## src/rtl/battle_pkg.sv

```systemverilog
// Shared state encoding and menu opcodes for the battle turn sequencer.
package battle_pkg;

    typedef enum logic [3:0] {
        S_MENU       = 4'd0,
        S_LOAD_PM    = 4'd1,
        S_P_ATK      = 4'd2,
        S_AI_ATK     = 4'd3,
        S_HEAL       = 4'd4,
        S_CATCH      = 4'd5,
        S_CATCH_FAIL = 4'd6,
        S_CAUGHT     = 4'd7,
        S_FLED       = 4'd8,
        S_VICTORY    = 4'd9,
        S_LOSS       = 4'd10
    } state_t;

    localparam logic [1:0] MV_BATTLE = 2'b00;
    localparam logic [1:0] MV_HEAL   = 2'b01;
    localparam logic [1:0] MV_CATCH  = 2'b10;
    localparam logic [1:0] MV_RUN    = 2'b11;

endpackage

```

## src/rtl/battle_turn_ctrl_if.sv

```systemverilog
// Menu/datapath-facing signal bundle of the battle turn sequencer.
interface battle_turn_ctrl_if #(
    parameter int TURN_W      = 8,
    parameter int HEAL_LIMIT  = 3,
    parameter int CATCH_LIMIT = 5
);
    localparam int HEAL_W  = $clog2(HEAL_LIMIT + 1);
    localparam int CATCH_W = $clog2(CATCH_LIMIT + 1);

    logic               go;
    logic [1:0]         move_op;
    logic               dp_done;
    logic               ai_dead;
    logic               p_dead;
    logic               catch_success;

    logic               active_trainer;
    logic               target;
    logic               apply_p_damage;
    logic               apply_ai_damage;
    logic               p_heal;
    logic               catch;
    logic               catch_fail;
    logic               caught;
    logic               victory;
    logic               loss;
    logic               fled;
    logic               busy;
    logic               op_reject;
    logic [3:0]         state_code;
    logic [TURN_W-1:0]  turn_count;
    logic [HEAL_W-1:0]  heals_left;
    logic [CATCH_W-1:0] catches_left;

    modport master (
        output go, move_op, dp_done, ai_dead, p_dead, catch_success,
        input  active_trainer, target, apply_p_damage, apply_ai_damage, p_heal,
               catch, catch_fail, caught, victory, loss, fled, busy, op_reject,
               state_code, turn_count, heals_left, catches_left
    );

    modport slave (
        input  go, move_op, dp_done, ai_dead, p_dead, catch_success,
        output active_trainer, target, apply_p_damage, apply_ai_damage, p_heal,
               catch, catch_fail, caught, victory, loss, fled, busy, op_reject,
               state_code, turn_count, heals_left, catches_left
    );

endinterface

```

## src/rtl/battle_sat_counter.sv

```systemverilog
// Budget counter: loads LIMIT on reset, decrements toward zero and sticks there.
module battle_sat_counter #(
    parameter  int LIMIT = 3,
    localparam int W     = $clog2(LIMIT + 1)
) (
    input  logic         clk,
    input  logic         reset,
    input  logic         i_dec,
    output logic [W-1:0] o_count,
    output logic         o_zero
);

    logic [W-1:0] r_count;

    // NOTE: sequential state uses non-blocking assignments so every register samples pre-edge values.
    always_ff @(posedge clk or posedge reset) begin
        if (reset)
            r_count <= W'(LIMIT);
        else if (i_dec && (r_count != '0))
            r_count <= r_count - 1'b1;
    end

    assign o_count = r_count;
    assign o_zero  = (r_count == '0);

endmodule

```

## src/rtl/battle_turn_ctrl.sv

```systemverilog
// Battle turn sequencer: menu decode, action handshakes with the HP datapath, budgets and turn count.
module battle_turn_ctrl
    import battle_pkg::*;
#(
    parameter int HEAL_LIMIT  = 3,
    parameter int CATCH_LIMIT = 5,
    parameter int TURN_W      = 8,
    parameter int AI_FIRST    = 0
) (
    input  logic               clk,
    input  logic               reset,
    battle_turn_ctrl_if.slave  bus
);

    localparam int HEAL_W  = $clog2(HEAL_LIMIT + 1);
    localparam int CATCH_W = $clog2(CATCH_LIMIT + 1);
    localparam bit AI_LEADS = (AI_FIRST != 0);

    state_t             r_state;
    state_t             w_next;
    logic               r_p_pending;
    logic               r_op_reject;
    logic [TURN_W-1:0]  r_turn_count;
    logic               w_reject;
    logic               w_heal_dec;
    logic               w_catch_dec;
    logic               w_heal_zero;
    logic               w_catch_zero;
    logic [HEAL_W-1:0]  w_heals_left;
    logic [CATCH_W-1:0] w_catches_left;

    battle_sat_counter #(.LIMIT(HEAL_LIMIT)) u_heal_cnt (
        .clk     (clk),
        .reset   (reset),
        .i_dec   (w_heal_dec),
        .o_count (w_heals_left),
        .o_zero  (w_heal_zero)
    );

    battle_sat_counter #(.LIMIT(CATCH_LIMIT)) u_catch_cnt (
        .clk     (clk),
        .reset   (reset),
        .i_dec   (w_catch_dec),
        .o_count (w_catches_left),
        .o_zero  (w_catch_zero)
    );

    always_ff @(posedge clk or posedge reset) begin
        if (reset)
            r_state <= S_MENU;
        else
            r_state <= w_next;
    end

    // NOTE: every always_comb output gets a default first, so no path can infer a latch.
    always_comb begin
        w_next   = r_state;
        w_reject = 1'b0;
        case (r_state)
            S_MENU: if (bus.go) begin
                case (bus.move_op)
                    MV_BATTLE: w_next = S_LOAD_PM;
                    MV_HEAL:   if (!w_heal_zero)  w_next = S_HEAL;  else w_reject = 1'b1;
                    MV_CATCH:  if (!w_catch_zero) w_next = S_CATCH; else w_reject = 1'b1;
                    default:   w_next = S_FLED;
                endcase
            end
            S_LOAD_PM:    w_next = AI_LEADS ? S_AI_ATK : S_P_ATK;
            S_P_ATK:      if (bus.dp_done) w_next = bus.ai_dead ? S_VICTORY
                                                  : (AI_LEADS ? S_MENU : S_AI_ATK);
            S_AI_ATK:     if (bus.dp_done) w_next = bus.p_dead ? S_LOSS
                                                  : (r_p_pending ? S_P_ATK : S_MENU);
            S_HEAL:       if (bus.dp_done) w_next = S_AI_ATK;
            S_CATCH:      if (bus.dp_done) w_next = bus.catch_success ? S_CAUGHT : S_CATCH_FAIL;
            S_CATCH_FAIL: if (bus.dp_done) w_next = S_AI_ATK;
            S_CAUGHT, S_FLED, S_VICTORY, S_LOSS: w_next = r_state;
            default:      w_next = S_MENU;
        endcase
    end

    assign w_heal_dec  = (r_state == S_MENU) && (w_next == S_HEAL);
    assign w_catch_dec = (r_state == S_MENU) && (w_next == S_CATCH);

    // A player strike is owed after the AI opens the turn; cleared once it is taken.
    always_ff @(posedge clk or posedge reset) begin
        if (reset)
            r_p_pending <= 1'b0;
        else if (r_state == S_LOAD_PM)
            r_p_pending <= AI_LEADS;
        else if (r_state == S_P_ATK)
            r_p_pending <= 1'b0;
    end

    always_ff @(posedge clk or posedge reset) begin
        if (reset) begin
            r_turn_count <= '0;
            r_op_reject  <= 1'b0;
        end else begin
            r_op_reject <= w_reject;
            if ((w_next == S_MENU) && (r_state != S_MENU) && (r_turn_count != '1))
                r_turn_count <= r_turn_count + 1'b1;
        end
    end

    always_comb begin
        bus.active_trainer  = 1'b0;
        bus.target          = 1'b0;
        bus.apply_p_damage  = 1'b0;
        bus.apply_ai_damage = 1'b0;
        bus.p_heal          = 1'b0;
        bus.catch           = 1'b0;
        bus.catch_fail      = 1'b0;
        bus.caught          = 1'b0;
        bus.victory         = 1'b0;
        bus.loss            = 1'b0;
        bus.fled            = 1'b0;
        bus.busy            = 1'b0;
        case (r_state)
            S_LOAD_PM:    bus.busy = 1'b1;
            S_P_ATK: begin
                bus.busy            = 1'b1;
                bus.target          = 1'b1;
                bus.apply_ai_damage = 1'b1;
            end
            S_AI_ATK: begin
                bus.busy           = 1'b1;
                bus.active_trainer = 1'b1;
                bus.apply_p_damage = 1'b1;
            end
            S_HEAL:       begin bus.busy = 1'b1; bus.p_heal     = 1'b1; end
            S_CATCH:      begin bus.busy = 1'b1; bus.catch      = 1'b1; end
            S_CATCH_FAIL: begin bus.busy = 1'b1; bus.catch_fail = 1'b1; end
            S_CAUGHT:     bus.caught  = 1'b1;
            S_FLED:       bus.fled    = 1'b1;
            S_VICTORY:    bus.victory = 1'b1;
            S_LOSS:       bus.loss    = 1'b1;
            default:      ;
        endcase
    end

    assign bus.state_code   = r_state;
    assign bus.op_reject    = r_op_reject;
    assign bus.turn_count   = r_turn_count;
    assign bus.heals_left   = w_heals_left;
    assign bus.catches_left = w_catches_left;

endmodule

```

## src/flat_wrapper.sv

```systemverilog
// flat-port wrapper written by rule: the top's interface ports become plain ports
module battle_turn_ctrl_flat import battle_pkg::*;
#(
    parameter int HEAL_LIMIT  = 3,
    parameter int CATCH_LIMIT = 5,
    parameter int TURN_W      = 8,
    parameter int AI_FIRST    = 0
)
  (clk, reset, bus_go, bus_move_op, bus_dp_done, bus_ai_dead, bus_p_dead, bus_catch_success, bus_active_trainer, bus_target, bus_apply_p_damage, bus_apply_ai_damage, bus_p_heal, bus_catch, bus_catch_fail, bus_caught, bus_victory, bus_loss, bus_fled, bus_busy, bus_op_reject, bus_state_code, bus_turn_count, bus_heals_left, bus_catches_left);
  battle_turn_ctrl_if #(.TURN_W(TURN_W), .HEAL_LIMIT(HEAL_LIMIT), .CATCH_LIMIT(CATCH_LIMIT)) bus_i ();
  input  logic clk;
  input  logic reset;
  input wire logic [$bits(bus_i.go)-1:0] bus_go;
  input wire logic [$bits(bus_i.move_op)-1:0] bus_move_op;
  input wire logic [$bits(bus_i.dp_done)-1:0] bus_dp_done;
  input wire logic [$bits(bus_i.ai_dead)-1:0] bus_ai_dead;
  input wire logic [$bits(bus_i.p_dead)-1:0] bus_p_dead;
  input wire logic [$bits(bus_i.catch_success)-1:0] bus_catch_success;
  output wire logic [$bits(bus_i.active_trainer)-1:0] bus_active_trainer;
  output wire logic [$bits(bus_i.target)-1:0] bus_target;
  output wire logic [$bits(bus_i.apply_p_damage)-1:0] bus_apply_p_damage;
  output wire logic [$bits(bus_i.apply_ai_damage)-1:0] bus_apply_ai_damage;
  output wire logic [$bits(bus_i.p_heal)-1:0] bus_p_heal;
  output wire logic [$bits(bus_i.catch)-1:0] bus_catch;
  output wire logic [$bits(bus_i.catch_fail)-1:0] bus_catch_fail;
  output wire logic [$bits(bus_i.caught)-1:0] bus_caught;
  output wire logic [$bits(bus_i.victory)-1:0] bus_victory;
  output wire logic [$bits(bus_i.loss)-1:0] bus_loss;
  output wire logic [$bits(bus_i.fled)-1:0] bus_fled;
  output wire logic [$bits(bus_i.busy)-1:0] bus_busy;
  output wire logic [$bits(bus_i.op_reject)-1:0] bus_op_reject;
  output wire logic [$bits(bus_i.state_code)-1:0] bus_state_code;
  output wire logic [$bits(bus_i.turn_count)-1:0] bus_turn_count;
  output wire logic [$bits(bus_i.heals_left)-1:0] bus_heals_left;
  output wire logic [$bits(bus_i.catches_left)-1:0] bus_catches_left;
  assign bus_i.go = bus_go;
  assign bus_i.move_op = bus_move_op;
  assign bus_i.dp_done = bus_dp_done;
  assign bus_i.ai_dead = bus_ai_dead;
  assign bus_i.p_dead = bus_p_dead;
  assign bus_i.catch_success = bus_catch_success;
  assign bus_active_trainer = bus_i.active_trainer;
  assign bus_target = bus_i.target;
  assign bus_apply_p_damage = bus_i.apply_p_damage;
  assign bus_apply_ai_damage = bus_i.apply_ai_damage;
  assign bus_p_heal = bus_i.p_heal;
  assign bus_catch = bus_i.catch;
  assign bus_catch_fail = bus_i.catch_fail;
  assign bus_caught = bus_i.caught;
  assign bus_victory = bus_i.victory;
  assign bus_loss = bus_i.loss;
  assign bus_fled = bus_i.fled;
  assign bus_busy = bus_i.busy;
  assign bus_op_reject = bus_i.op_reject;
  assign bus_state_code = bus_i.state_code;
  assign bus_turn_count = bus_i.turn_count;
  assign bus_heals_left = bus_i.heals_left;
  assign bus_catches_left = bus_i.catches_left;
  battle_turn_ctrl #(.HEAL_LIMIT(HEAL_LIMIT), .CATCH_LIMIT(CATCH_LIMIT), .TURN_W(TURN_W), .AI_FIRST(AI_FIRST)) u_core (.clk(clk), .reset(reset), .bus(bus_i));
endmodule
```

## config.mk

```make
export PLATFORM = sky130hd
export DESIGN_NAME = battle_turn_ctrl_flat
export DESIGN_NICKNAME = d
export VERILOG_FILES = /design/src/rtl/battle_pkg.sv /design/src/rtl/battle_turn_ctrl_if.sv /design/src/rtl/battle_sat_counter.sv /design/src/rtl/battle_turn_ctrl.sv /design/src/flat_wrapper.sv
export SDC_FILE = /design/constraint.sdc
export NUM_CORES = 1
export LEC_CHECK = 0
export BUFFER_PORTS_ARGS = -buffer_cell sky130_fd_sc_hd__buf_2
export CAP_MARGIN = 25
export CORE_ASPECT_RATIO = 1.5
export CORE_MARGIN = 8
export CORE_UTILIZATION = 51
export DETAILED_ROUTE_END_ITERATION = 8
export HOLD_SLACK_MARGIN = 0.15
export PLACE_DENSITY = 0.88
export SETUP_SLACK_MARGIN = 0.5
export SYNTH_ARGS = -nofsm -noshare
export SYNTH_HDL_FRONTEND = slang
export SYNTH_HIERARCHICAL = 1
export SYNTH_SLANG_ARGS = --single-unit
```

## constraint.sdc

```tcl
create_clock -name clk -period 2.97 [get_ports clk]
set_clock_uncertainty 0.1 [all_clocks]
set_input_delay 0.594 -clock clk [delete_from_list [all_inputs] [get_ports clk]]
set_output_delay 0.594 -clock clk [all_outputs]
set_load 0.1 [all_outputs]
```

# Word-level counts from Yosys, hierarchy flattened
# Cells that the tools add are included.
dict set report totals {
  mem_bits_rw 0
  regBits 19
  memories 0
  latch_bits 0
  output_inout_bits 30
  rom_bits 0
}
dict set report classes {
  addsub 3
  bitwise 0
  n_lt_le_gt_ge 0
  reduce_logical 18
  n_shift 0
  mul 0
  mux 30
  n_eq_ne 15
  n_div 0
}
# operator count
set ops {}
lappend ops {{$mux 4} 9}
lappend ops {{$pmux 4 s7} 1}
lappend ops {{$eq 4x3->1 const B} 6}
lappend ops {{$mux 1} 17}
lappend ops {{$eq 4x4->1 const B} 3}
lappend ops {{$pmux 4 s3} 1}
lappend ops {{$add 8x1->8 const B} 1}
lappend ops {{$eq 4x2->1 const B} 2}
lappend ops {{$logic_not 4->1} 2}
lappend ops {{$ne 8x8->1 const B} 1}
lappend ops {{$logic_and 1x1->1} 6}
lappend ops {{$reduce_or 6->1} 1}
lappend ops {{$eq 4x1->1 const B} 1}
lappend ops {{$logic_not 2->1} 2}
lappend ops {{$reduce_bool 2->1} 2}
lappend ops {{$reduce_bool 4->1} 1}
lappend ops {{$reduce_or 4->1} 1}
lappend ops {{$logic_not 3->1} 1}
lappend ops {{$reduce_bool 3->1} 1}
lappend ops {{$sub 3x1->3 const B} 1}
lappend ops {{$eq 2x1->1 const B} 1}
lappend ops {{$eq 2x2->1 const B} 1}
lappend ops {{$mux 2} 1}
lappend ops {{$pmux 1 s2} 1}
lappend ops {{other kinds (2)} 2}

# Longest topological paths before layout
dict set report logic_depth {
  ltp_word 8
  mapped_depth 10
  depth_no_buf 10
}

# Hierarchy
# The synthesis kept the hierarchy.
# module n_inst area_each_um2 seq_area_each_um2 cells_each
set by_module_without_submodules {}
lappend by_module_without_submodules {battle_turn_ctrl 1 1039.7 325.3 118}
lappend by_module_without_submodules {{battle_sat_counter at u_core.u_catch_cnt} 1 160.2 77.6 13}
lappend by_module_without_submodules {{battle_sat_counter at u_core.u_heal_cnt} 1 108.9 52.6 9}

# Least setup slack after synthesis
# OpenSTA, ideal clock, no wires.
dict set report synth_timing {
  path_type {register to output}
  start {reg u_core.r_state[1] (netlist: u_core/bus.state_code[1])}
  end {out bus_target}
  t_arrival_ns 3.920
  path_stages_with_launch 4
  setup_slack_ns -1.644
  path_cell_list {dfrtp_1 > nand2b_1 > nor3_1 > buf_4}
}
dict set report synth_between {
  elab_chain_cells 2
}
# item line
set synth_lines {}
lappend synth_lines {{start, declared} battle_turn_ctrl.sv:19} ;# state_t r_state;
lappend synth_lines {{start signal, assigned} battle_turn_ctrl.sv:52} ;# r_state <= w_next;
lappend synth_lines {{$eq 4x2->1} -}
lappend synth_lines {{$mux 1} -}
lappend synth_lines {{end, declared} flat_wrapper.sv:20} ;# output wire logic [$bits(bus_i.target)-1:0] bus_target;
# Every way passes these cells.

# Worst setup path after layout
dict set report layout_timing {
  start {reg u_core.r_state[1] (netlist: u_core/bus.state_code[1])}
  end {out bus_victory}
}
dict set report layout_between {
  elab_chain_cells 2
}
# item line
set layout_lines {}
lappend layout_lines {{$eq 4x4->1} battle_turn_ctrl.sv:118} ;# case (r_state)
lappend layout_lines {{$mux 1} battle_turn_ctrl.sv:118}
lappend layout_lines {{end, declared} flat_wrapper.sv:27} ;# output wire logic [$bits(bus_i.victory)-1:0] bus_victory;
# Every way passes these cells.

==> impl_results.md <==
* Status: finished clean
* Post-synth net total at 159
* Remaining DRCs at 0
* CTS sink cnt at 18
* Simple-Gate Fraction of Synth Area at 25.3%
* Via count at 1158
* Pre-antenna DRT Iters at 4
* Unrepaired setup endpoints after global routing: yes
* Largest net degree at the start of global routing at 18
* Flip-flop and latch area at 485 um2
* Multi-input gate area at 881 um2
* Post-Synth Adder-Cell Area at 9.56%
* Max_slew headroom at 65.2%
* Max_cap viols at 0
* #FFs+latches synth at 18
* Final Cell Area at 1710 um2
* Total grt overflow at 0
* Antenna violation net count after detailed routing at 0
* XOR/XNOR Fraction of Synth Area at 4.68%
* Vias/cell at 5.79
* Post-synth EDFFs at 0
* Post-Syn Instances at 140
* First-pass GRT wire length at 5.30 mm
* Drt wl/cell at 15.7 um
* Initial DRC count at 23
* Die height at 78.0 um
* Wirelength, routed at 3.13 mm
* Core area at 2450 um2
* Vias in the first global route at 1266
* Root buffer cell: clkbuf_4
* Setup Viol. Count Final at 0
* Synth unique cells at 47
* Worst hold path class: reg2reg
* Buffers inserted by post-CTS timing repair at 0
* Share of cells above drive strength 1 at 46.0%
* Final GP Congestion at 0.818
* Cell area after synthesis at 1310 um2
* FMAX at 0.418 GHz
* Filler cells at 183
* Initial antenna violation count at 0
* Crit share post-route at 80.6%
* Clock Path Buffers at 2
* Post-Place Cell Area at 1620 um2
* Post-synthesis async set-or-reset flop share at 100%
* Nets at 196
* H-Tree Depth at 1
* Worst Path Arrival at 1.70 ns
* Register area share after synthesis at 34.8%
* Critical path type: reg2out
* Multiplexer share of the synthesized area at 6.02%
* Initial core utilization at 53.4%
* FP Rows at 22
* Largest family of logic cells by synthesized area: simple AND/OR/NAND/NOR gates
* Compound-Gate Fraction of Synth Area at 12.3%
* Skew-Pair Late Insertion Delay at 0.29 ns
* Total GRT Usage at 14.1%
* Syn-to-layout area delta at 30.6%
* Worst-Margin Slew at 0.522 ns
* Final hold vios at 0
* Final min period at 2.39 ns
* Slew Viols, Final at 0
* Die area at 4480 um2
* Total I/O pin count at 39
* Ys flop type: dfrtp_1
* Most frequent cells in the layout: buf_2 (30), inv_1 (15), nand2_1 (8), ha_1 (8)
* CP Capture Type: primary output
* Most common cell after layout, fill and taps aside: buf_2
* CTS tree: built
* Num CTS Buffers at 3
* Yosys synthesis warning count at 6
* DP HPWL at 2.49 mm
* Mean Syn Cell Area at 9.35 um2
* # diodes at 0
* Worst-path maximum fanout at 16
* Setup TNS at 0 ns
* Clock slew at reported path FFs at 0.11 ns
* Hold Slack at 0.411 ns
* PortBufs at 38
* Crit start category: flip-flop
* Die Span X at 57.4 um
* Worst path required time at 2.28 ns
[stage by stage]
step                      instances  utilization (%)  setup slack [ns]
after detailed placement        195             66.3             0.343
after global placement          195             66.3             0.431
after floorplan                 140                -             0.272
after global routing            200             69.8             0.487
after CTS                       200             68.6             0.531
final                           200             69.8             0.575
[cell families (layout without fill, tap and decap cells)]
| logic type | count (synthesis) | count (layout) |
|---|---|---|
| flops | 18 | 18 |
| mux | 7 | 7 |
| simple gates | 54 | 54 |
| buf+inv | 22 | 58 |
| fa+ha+maj | 10 | 10 |
| xor+xnor | 7 | 7 |
| compound gates | 22 | 22 |
[Yosys cell counts, types with 2 or more instances]
library cell   n  share of area, %
inv_1         15               4.3
nor3_1         7               2.7
dfstp_2        4               8.0
nor2_1        10               2.9
buf_4          2               1.1
and4bb_2       2               1.9
nand2_1        8               2.3
mux2_1         2               1.7
nor4_1         2              0.96
ha_1          10               9.6
xnor2_1        2               1.3
mux2i_1        3               2.3
o21ai_0        4               1.5
xor2_1         5               3.3
nand2b_1       8               3.8
dfrtp_1       14                27
a21oi_1        5               1.9
and3_1         2              0.96
buf_2          4               1.5
nand3_1        3               1.1
a211o_1        2               1.3
[metal layers]
metal  GRT usage [%]  share of wire (%)  wire [um]  vias to the layer above
met4            7.56                1.2         37                        0
met3            3.92                7.6        238                        5
met1            14.0                 38       1200                      554
met5               0                  0          0                        -
met2            25.7                 53       1660                       40
li1                -                  -          -                      559
[area by class of cell]
type                    count  share of cell area, %
multi-input cells         100                   51.5
flip-flops and latches     18                   28.4
clock buffers               4                   2.12
repair buffers             39                   12.9
well taps                  24                   1.76
inverters                  15                   3.29
[registers in the layout, indices dropped and copies added (netlist names)]
register and flops:
u_core/bus.op_reject 1, u_core/bus.state_code 4, u_core/u_heal_cnt/o_count 2, u_core/bus.turn_count 8, u_core/u_catch_cnt/o_count 3
[path summary, 6_finish.rpt]
| path | slack [ns] | end | start | cells after the start |
|---|---|---|---|---|
| max | 0.58 | bus_victory | u_core/bus.state_code[1]$_DFF_PP0_ | 3 |
| min | 0.41 | u_core/bus.turn_count[0]$_DFFE_PP0P_ | u_core/bus.turn_count[0]$_DFFE_PP0P_ | 1 |
| max reg2reg | 0.62 | u_core/bus.turn_count[7]$_DFFE_PP0P_ | u_core/bus.state_code[0]$_DFF_PP0_ | 5 |
| min reg2reg | 0.41 | u_core/bus.turn_count[0]$_DFFE_PP0P_ | u_core/bus.turn_count[0]$_DFFE_PP0P_ | 1 |
| max in group asynchronous | 1.59 | u_core/bus.state_code[2]$_DFF_PP0_ | reset | 3 |
| min in group asynchronous | 0.62 | u_core/u_catch_cnt/o_count[1]$_DFFE_PP0P_ | reset | 3 |
[worst max-delay path, cell delays in order (launching register included)]
cell	delay (ns)
dfrtp_4	0.60
nand2b_1	0.27
nor2_4	0.11
buf_2	0.43
[repair_timing]
action | 4_1_cts | 5_1_grt
hold buffers | 1 | 0
resized for setup | 5 | 10
pin swaps | 0 | 1
endpoints found under the setup margin | 5 | 12
endpoints found under the hold margin | 1 | 0
Power is left out: the tool's default activity adds up to more than one toggle a clock period on the data nets, which glitch-free logic cannot reach.
